==> config.mk <==
export PLATFORM = sky130hd
export DESIGN_NAME = lr_intctl
export DESIGN_NICKNAME = d
export VERILOG_FILES = /design/src/rtl/lr_intctl_pkg.sv /design/src/rtl/lr_intctl_prio_enc.sv /design/src/rtl/lr_intctl.sv
export SDC_FILE = /design/constraint.sdc
export NUM_CORES = 1
export LEC_CHECK = 0
export ABC_AREA = 1
export ABC_CLOCK_PERIOD_IN_PS = 3300
export BUFFER_PORTS_ARGS = -buffer_cell sky130_fd_sc_hd__buf_4
export CAP_MARGIN = 10
export CORE_ASPECT_RATIO = 1.4
export CORE_MARGIN = 1
export CORE_UTILIZATION = 53
export CTS_BUF_LIST = sky130_fd_sc_hd__clkbuf_4 sky130_fd_sc_hd__clkbuf_8
export DETAILED_ROUTE_END_ITERATION = 16
export GPL_TIMING_DRIVEN = 0
export HOLD_SLACK_MARGIN = 0.15
export MAX_ROUTING_LAYER = met4
export PLACE_DENSITY = 0.95
export SYNTH_ARGS = -nofsm -noshare
export SYNTH_HDL_FRONTEND = slang
export SYNTH_SLANG_ARGS = --single-unit
==> constraint.sdc <==
create_clock -name clock4 -period 3.3 [get_ports clock4]
set_input_delay 0.495 -clock clock4 [delete_from_list [all_inputs] [get_ports clock4]]
set_output_delay 0.495 -clock clock4 [all_outputs]
set_load 0.02 [all_outputs]
==> src/rtl/lr_intctl_pkg.sv <==
// ============================================================================
// Module  : lr_intctl_pkg
// Brief   : Shared constants, source indices, FSM state type and vector
//           helper for the lr35902 interrupt controller.
// Revision: 1.0 - initial release
// ============================================================================
`default_nettype none

package lr_intctl_pkg;

  // Register map and vector table defaults
  localparam int unsigned NUM_SRC_DEF    = 5;
  localparam logic [15:0] VEC_BASE_DEF   = 16'h0040;
  localparam logic [15:0] VEC_STRIDE_DEF = 16'h0008;
  localparam logic [15:0] IF_ADDR_DEF    = 16'hff0f;
  localparam logic [15:0] IE_ADDR_DEF    = 16'hffff;

  // Request source indices; lower index means higher priority
  localparam int unsigned INT_VBLANK = 0;
  localparam int unsigned INT_STAT   = 1;
  localparam int unsigned INT_TIMER  = 2;
  localparam int unsigned INT_SERIAL = 3;
  localparam int unsigned INT_JOYPAD = 4;

  // Request FSM states
  typedef enum logic [0:0] {
    ST_IDLE = 1'b0,
    ST_REQ  = 1'b1
  } int_state_e;

  // Vector address for a source index: base + idx*stride, 16-bit unsigned
  function automatic logic [15:0] int_vector(
    input logic [15:0] base,
    input logic [15:0] stride,
    input logic [7:0]  idx
  );
    return base + (stride * {8'd0, idx});
  endfunction

endpackage

`default_nettype wire

==> src/rtl/lr_intctl_prio_enc.sv <==
// ============================================================================
// Module  : lr_intctl_prio_enc
// Brief   : Lowest-set-bit priority encoder. Returns the index of the lowest
//           asserted request bit and a flag that any bit is asserted.
//           Purely combinational.
// Revision: 1.0 - initial release
// ============================================================================
`default_nettype none

module lr_intctl_prio_enc #(
  parameter int unsigned N     = 5,
  parameter int unsigned IDX_W = 3
) (
  input  logic [N-1:0]     req_i,
  output logic [IDX_W-1:0] idx_o,
  output logic             vld_o
);

  // Scan from the top down so the lowest asserted bit is the last one written
  always_comb begin
    idx_o = '0;
    vld_o = 1'b0;
    for (int i = N - 1; i >= 0; i--) begin
      if (req_i[i]) begin
        idx_o = IDX_W'(i);
        vld_o = 1'b1;
      end
    end
  end

endmodule

`default_nettype wire

==> src/rtl/lr_intctl.sv <==
// ============================================================================
// Module  : lr_intctl
// Brief   : Interrupt controller for the lr35902 core. Edge-detects the
//           peripheral request lines into IF, masks with IE, and presents the
//           highest-priority vector on the intreq/intaddress/intack handshake.
//           IF and IE are readable/writable on the core bus.
// Revision: 1.0 - initial release
// ============================================================================
`default_nettype none

module lr_intctl
  import lr_intctl_pkg::*;
#(
  parameter int unsigned NUM_SRC    = NUM_SRC_DEF,
  parameter logic [15:0] VEC_BASE   = VEC_BASE_DEF,
  parameter logic [15:0] VEC_STRIDE = VEC_STRIDE_DEF,
  parameter logic [15:0] IF_ADDR    = IF_ADDR_DEF,
  parameter logic [15:0] IE_ADDR    = IE_ADDR_DEF
) (
  input  logic               clock4,
  input  logic               resetn,
  input  logic [15:0]        address,
  input  logic [7:0]         wdata,
  input  logic               load,
  input  logic               store,
  output logic [7:0]         rdata,
  output logic               rsel,
  input  logic [NUM_SRC-1:0] src,
  output logic               intreq,
  output logic [15:0]        intaddress,
  input  logic               intack
);

  // Index width for up to 8 sources (IF shares one byte with the unused 1s)
  localparam int unsigned IDX_W = (NUM_SRC > 1) ? $clog2(NUM_SRC) : 1;

  logic [NUM_SRC-1:0] src_q;
  logic [NUM_SRC-1:0] if_q;
  logic [NUM_SRC-1:0] if_d;
  logic [7:0]         ie_q;
  logic [7:0]         ie_d;
  int_state_e         state_q;
  logic [IDX_W-1:0]   idx_q;

  logic [NUM_SRC-1:0] rise_w;
  logic [NUM_SRC-1:0] pend_w;
  logic [IDX_W-1:0]   win_idx_w;
  logic               win_vld_w;
  logic               if_wr_w;
  logic               ie_wr_w;
  logic               ack_take_w;
  logic [7:0]         if_rd_w;

  assign if_wr_w    = store && (address == IF_ADDR);
  assign ie_wr_w    = store && (address == IE_ADDR);
  assign rise_w     = src & ~src_q;
  assign pend_w     = if_q & ie_q[NUM_SRC-1:0];
  // An ack only counts while a request is actually outstanding
  assign ack_take_w = intack && (state_q == ST_REQ);

  lr_intctl_prio_enc #(
    .N     (NUM_SRC),
    .IDX_W (IDX_W)
  ) u_prio_enc (
    .req_i (pend_w),
    .idx_o (win_idx_w),
    .vld_o (win_vld_w)
  );

  // IF next state: bus write, else ack-clear, then new edges always win
  always_comb begin
    if_d = if_q;
    if (if_wr_w) begin
      if_d = wdata[NUM_SRC-1:0];
    end else if (ack_take_w) begin
      if_d[idx_q] = 1'b0;
    end
    if_d = if_d | rise_w;
  end

  assign ie_d = ie_wr_w ? wdata : ie_q;

  // Register file and request-line history
  always_ff @(posedge clock4 or negedge resetn) begin
    if (!resetn) begin
      src_q <= '0;
      if_q  <= '0;
      ie_q  <= '0;
    end else begin
      src_q <= src;
      if_q  <= if_d;
      ie_q  <= ie_d;
    end
  end

  // Request FSM: latch the winner, hold it until acked or cancelled
  always_ff @(posedge clock4 or negedge resetn) begin
    if (!resetn) begin
      state_q    <= ST_IDLE;
      intreq     <= 1'b0;
      intaddress <= 16'h0000;
      idx_q      <= '0;
    end else begin
      case (state_q)
        ST_IDLE: begin
          if (win_vld_w) begin
            state_q    <= ST_REQ;
            idx_q      <= win_idx_w;
            intaddress <= int_vector(VEC_BASE, VEC_STRIDE, 8'(win_idx_w));
            intreq     <= 1'b1;
          end
        end
        ST_REQ: begin
          // Vector stays frozen; leave on ack or when its own bit is cancelled
          if (intack || !pend_w[idx_q]) begin
            state_q <= ST_IDLE;
            intreq  <= 1'b0;
          end
        end
        default: begin
          state_q <= ST_IDLE;
          intreq  <= 1'b0;
        end
      endcase
    end
  end

  // Read mux: IF reads back with 1s in the unimplemented upper bits
  always_comb begin
    if_rd_w              = 8'hFF;
    if_rd_w[NUM_SRC-1:0] = if_q;
    rsel                 = 1'b0;
    rdata                = 8'h00;
    if (load && (address == IF_ADDR)) begin
      rsel  = 1'b1;
      rdata = if_rd_w;
    end else if (load && (address == IE_ADDR)) begin
      rsel  = 1'b1;
      rdata = ie_q;
    end
  end

endmodule

`default_nettype wire

==> results of run 1 <==
## per-layer routing
layer | global-route usage | share of wire
met4 | 0.0625 | 0.0026
met2 | 0.434 | 0.56
met5 | - | 0
met3 | 0.0172 | 0.057
met1 | 0.261 | 0.38
## state kept, by name, summed over array words and instances, names as in the netlist
name and flops:
intaddress 2, state_q 1, idx_q 2, intreq 1, src_q 5, ie_q 8
if_q 5
## cell families after synthesis
kind of cell           Yosys count
other                            1
AND/OR/NAND/NOR                121
flip-flops                      24
buffers and inverters           38
AO/OA/AOI/OAI                   13
## cells in the final DEF (no fill, tap or decap), types with 2 or more instances in the layout
cell type / count
o21ai_0: 3
buf_4: 59
a21oi_1: 3
a31oi_1: 5
dfrtp_1: 24
inv_1: 23
nand3_1: 25
conb_1: 12
nand2_1: 70
nor2_2: 2
clkbuf_4: 3
nor3_4: 2
nor2_1: 16
## area by class of cell
type                       count  area (um^2)
buffer                        14          106
clock buffer                   4         36.3
fill                         206          569
inverter                      24         90.1
multi-input combinational    146          662
sequential                    24          601
tap                           34         42.5
timing repair buffer          48          363
## metrics by stage
| stage | hold WS [ns] | setup slack (ns) | instance area (um^2) | std cells | total power [W] |
|---|---|---|---|---|---|
| finish | 0.292 | 1.26 | 1900 | 294 | 0.000535 |
| global route | 0.274 | 1.13 | 1900 | 294 | 0.000558 |
| CTS | 0.286 | 1.24 | 1900 | 294 | 0.000538 |
| detailed placement | 0.405 | 1.24 | 1850 | 289 | 0.000388 |
| global placement | 0.405 | 1.28 | 1850 | 289 | 0.000386 |
| floorplan | 0.199 | 1.49 | 1460 | 208 | 0.000344 |
## final timing paths
| kind | end | depth (start not counted) |
|---|---|---|
| max in group asynchronous | if_q[1] | 2 |
| max | rdata[3] | 10 |
| min reg2reg | intaddress[6] | 1 |
| max reg2reg | intreq | 6 |
| min | src_q[1] | 1 |
| min in group asynchronous | ie_q[6] | 2 |
## report_power, final
| group | leakage [nW] | total (W) | internal [W] | switching, W |
|---|---|---|---|---|
| clock | 0.0210 | 0.000152 | 0.0000673 | 0.0000845 |
| combinational | 0.809 | 0.0000822 | 0.0000424 | 0.0000398 |
| sequential | 0.292 | 0.000301 | 0.000299 | 0.00000245 |
## synthesized netlist by cell type, types with 2 or more instances
cell / instances / share of area
nor3_4: 2 / 0.023
o21ai_0: 3 / 0.011
a31oi_1: 5 / 0.022
nor2_2: 2 / 0.0088
a21oi_1: 3 / 0.011
nand3_1: 25 / 0.088
nand2_1: 70 / 0.19
inv_1: 23 / 0.061
nor2_1: 16 / 0.042
dfrtp_1: 24 / 0.42
buf_4: 12 / 0.064
## timing repair
action                                 CTS  global route
endpoints found under the hold margin   24             0
resized for setup                        0             0
hold buffers                             1             0
## worst reg2reg max path: cells and delay by family, from the launching register on
family,cells,cell delay (ns)
compound gates,1,0.13
simple gates,5,0.63
flops,1,0.45
==> summary.txt, run 1 <==
outcome = completed
Final Util = 0.770
gr ovfl total = 0
Synth Area in Compound Gates = 0.0538
GRT Util Overall = 0.236
HPWL after detailed placement = 2510 um
clk slew on worst S/H paths = 0.13 ns
DR WL/cell = 10.6 um
Critical path buffers and inverters = 3
f_max = 0.490 GHz
Antenna Cells = 0
core box area = 0.00247 mm^2
first-pass GRT wire length = 5060 um
htree depth = 1
TritonCTS clock tree = yes
Max VDD drop = 0.000303 V
slowest library cell on the worst path = nor2_2
cells after synthesis = 197
GPL Wtd Cong = 0.863
Syn-to-layout area delta = 34.1%
Starting Density = 0.574
synthesized area per cell = 7.20 um^2
net total in the final layout = 295
CTS Buf Count = 3
Post-Synth Adder-Cell Area = 0
ys async rst share = 1.00
RSZ-0062 raised after global routing = false
CTS Sinks = 24
worst reg-to-reg setup slack = 2.02 ns
clock skew = 0.000581 ns
antenna violations before repair = 0
pwr dens = 282 mW/mm^2
Hold Vio Cnt, Final = 0
Startpoint Class = input pin
CP top delay family = simple AND/OR/NAND/NOR gates
post-route ant nets = 0
flops & latches, synth = 24
Die Wd = 45.7 um
Top FF cell, synth = dfrtp_1
Max Cap Viol = 0
Final setup viols = 0
clk buf depth = 2
vias in the first global route = 1310
critical path peak fanout = 10
drt pass-1 iters = 4
xor and xnor area share after synthesis = 0
crit-path max cell delay = 0.17 ns
minimum clock period = 2.04 ns
share of layout cells above drive strength 1 = 0.285
Post-Syn Area = 0.00142 mm^2
Worst-Skew Late Latency = 0.30 ns
Hold Path Class = input pin to flip-flop
CP Launch Point = address[1]
die area = 0.00289 mm^2
Die H = 63.2 um
Netlist cell types = 23
crit share post-route = 0.618
post-synthesis sequential area ratio = 0.424
kind of critical path = input pin to output port
I/O Pins = 60
post-CTS setup buffer count = 0
vias per cell = 4.79
mux contribution to synthesized area = 0
WP data required = 2.80 ns
pin count of the biggest net entering global routing = 25
CP Cell Sequence = buf_4 -> nand2_1 -> nor2_1 -> nand3_1 -> nor2_2 -> buf_6 -> nor2_1 -> nand2_1 -> nand2_1 -> buf_4
Crit path arrival time = 1.55 ns
row count = 21
Crit path top cell by count = nand2_1
Synth Area in Simple Gates = 0.381
Yosys warnings = 0
overall via count from detail_route = 1407
Detailed Route WL = 3110 um
initial drt markers = 49
combinational family with the most area after synthesis = simple AND/OR/NAND/NOR gates
setup TNS = 0 ns
FF-to-FF Start = ie_q[1]
min-delay src = src[1]
Root Buffer = clkbuf_4
Residual DRC = 0
I/O Buffers = 47
EDFF count, synth = 0
max-slew violations = 0
Crit. End Element = output port
LEAKAGE = 1.12 nW
(Power assumes the default switching activity.)
==> inputs of run 2 (changes only) <==
- ABC_CLOCK_PERIOD_IN_PS: 3300 -> 1900
- CORE_UTILIZATION: 53 -> 49
- PLACE_DENSITY: 0.95 -> 0.9
- clock period: 3.3 -> 1.9 ns (I/O delays scaled with it)
==> summary.txt, run 2 (same netlist as run 1, synthesis figures left out) <==
DRT met1 WL = 1250 um (+5.7%)
commonest cells after routing, fill and taps aside = nand2_1 (70), buf_4 (59), nand3_1 (25)
overall via count from detail_route = 1422 (+1.1%)
vias in the first global route = 1272 (-2.9%)
met2 routed WL = 1740 um (unchanged)
row count = 22 (+4.8%)
Switching Fraction = 0.239 (+0.00182)
vias per cell = 4.74 (-0.96%)
I/O Buffers = 47 (unchanged)
initial drt markers = 40 (-18%)
share of layout cells above drive strength 1 = 0.277 (-0.00810)
clock skew = 0.00382 ns (+0.00324 ns)
CP Launch Point = address[11]
register share of total power = 0.592 (+0.029)
max reg flops = 8 (unchanged)
I/O Pins = 60 (unchanged)
Crit path arrival time = 1.33 ns (-0.22 ns)
CTS Sinks = 24 (unchanged)
CTS Buf Count = 3 (unchanged)
RR Endpoint = idx_q[1]
FF-to-FF path depth = 5 (-1)
kind of critical path = input pin to output port
drt pass-1 iters = 5 (+1)
setup TNS = 0 ns (unchanged)
CTS resizes = 0 (unchanged)
hold slack = 0.203 ns (-0.0890 ns)
worst reg-to-reg setup slack = 0.59 ns (-1.43 ns)
min-delay src = wdata[7]
Root Buffer = clkbuf_4
Max Cap Viol = 0 (unchanged)
Max VDD drop = 0.000361 V (+19%)
Top reg by flops = ie_q
max-slew violations = 0 (unchanged)
Fill cells = 236 (+15%)
Starting Density = 0.526 (-0.0485)
Worst-Skew Late Latency = 0.30 ns (about the same)
HPWL after detailed placement = 2450 um (-2.4%)
htree depth = 1 (unchanged)
Syn-to-layout area delta = 36.8%
Crit. End Element = output port
GPL Wtd Cong = 0.854 (-1.1%)
top sig layer = met4
Hold Vio Cnt, Final = 0 (unchanged)
Final setup viols = 0 (unchanged)
pin count of the biggest net entering global routing = 25 (unchanged)
WP data required = 1.62 ns (-1.18 ns)
Antenna Cells = 0 (unchanged)
critical path peak fanout = 9 (-1)
Hold Path Class = input pin to flip-flop
Worst Slack Setup Final = 0.289 ns (-0.971 ns)
switching power = 0.000211 W (+66%)
Detailed Route WL = 3170 um (+2.0%)
FF-to-FF Start = ie_q[2]
first-pass GRT wire length = 5250 um (+3.7%)
minimum clock period = 1.61 ns
core box area = 0.00270 mm^2 (+9.2%)
Met3 Wirelength = 141 um (-20%)
Place WS = 0.267 ns (-0.971 ns)
clk buf depth = 2 (unchanged)
Area after DPL = 0.00186 mm^2 (+0.13%)
commonest non-fill, non-tap cell in the layout = nand2_1
gr ovfl total = 0 (unchanged)
outcome = completed
crit share post-route = 0.848
GRT Util Overall = 0.241 (+0.00465)
die area = 0.00312 mm^2 (+7.8%)
antenna violations before repair = 0 (unchanged)
final instance area = 0.00194 mm^2 (+2.0%)
Die Wd = 47.5 um (+3.8%)
TritonCTS clock tree = yes
Final Util = 0.719 (-0.0506)
post-route ant nets = 0 (unchanged)
Logic pwr share = 0.171 (+0.017)
crit path capture = rdata[0]
LEAKAGE = 1.14 nW (+1.2%)
net total in the final layout = 300 (+1.7%)
Residual DRC = 0 (unchanged)
pwr dens = 456 mW/mm^2 (+62%)
clk slew on worst S/H paths = 0.12 ns (about the same)
Startpoint Class = input pin
RSZ-0062 raised after global routing = false
f_max = 0.621 GHz
Die H = 65.6 um (+3.9%)
Clk network pwr share = 0.237 (-0.047)
largest registers = ie_q: 8 flops, if_q: 5 flops, src_q: 5 flops
internal power = 0.000673 W (+65%)
DR WL/cell = 10.6 um (about the same)
==> run 2: cell count changes in the layout (fill, tap and decap cells not counted) <==
cell | previous run | this run
dlygate4sd3_1 | 1 | 6
clkbuf_8 | 1 | 0
==> run 2: per-stage QoR <==
stage / power (W) / std cells
global placement: 0.000671 / 291
global route: 0.000931 / 300
finish: 0.000885 / 300
CTS: 0.000891 / 300
floorplan: 0.000598 / 208
detailed placement: 0.000674 / 291
==> run 2: how the worst min path moves through the flow <==
stage | depth (start not counted) | end | slack [ns]
finish | 3 | ie_q[7] | 0.20
global route | 3 | ie_q[3] | 0.21
CTS | 3 | ie_q[7] | 0.21
detailed placement | 1 | src_q[3] | 0.19
global placement | 1 | ie_q[5] | 0.20
floorplan | 0 | idx_q[0] | -0.01
==> run 2: power by group through the flow <==
| stage | sequential, W | clock, W | combinational [W] |
|---|---|---|---|
| 2_1_floorplan | 0.000536 | 0 | 0.0000617 |
| 3_3_place_gp | 0.000533 | 0 | 0.000139 |
| 3_5_place_dp | 0.000534 | 0 | 0.000141 |
| 4_1_cts | 0.000524 | 0.000217 | 0.000150 |
| 5_1_grt | 0.000525 | 0.000239 | 0.000167 |
| 6_report | 0.000524 | 0.000210 | 0.000151 |
==> run 2: what timing repair did <==
action / CTS / global route
setup buffers: 0 / 0
hold buffers: 6 / 0
endpoints found under the hold margin: 29 / 0
==> run 2: layer usage <==
metal | vias up | global-route usage
met3 | 4 | 0.0275
met1 | 641 | 0.284
li1 | 732 | -
met4 | 0 | 0.0857
met2 | 45 | 0.408
met5 | - | -
==> run 2: critical path: stages <==
cell and delay (ns):
buf_4 0.08, nand2_1 0.05, nor2_1 0.12, nand2_2 0.14, nor3_4 0.35, nand2_1 0.09, nand2_1 0.08, buf_4 0.14
==> run 2: area by class of cell <==
class,instances,area (um^2),area share
Clock buffer,3,22.5,0.0116
Multi-Input combinational cell,146,662,0.341
Sequential cell,24,601,0.310
Buffer,14,106,0.0548
Inverter,24,90.1,0.0465
Tap cell,36,45.0,0.0232
Timing Repair Buffer,53,413,0.213
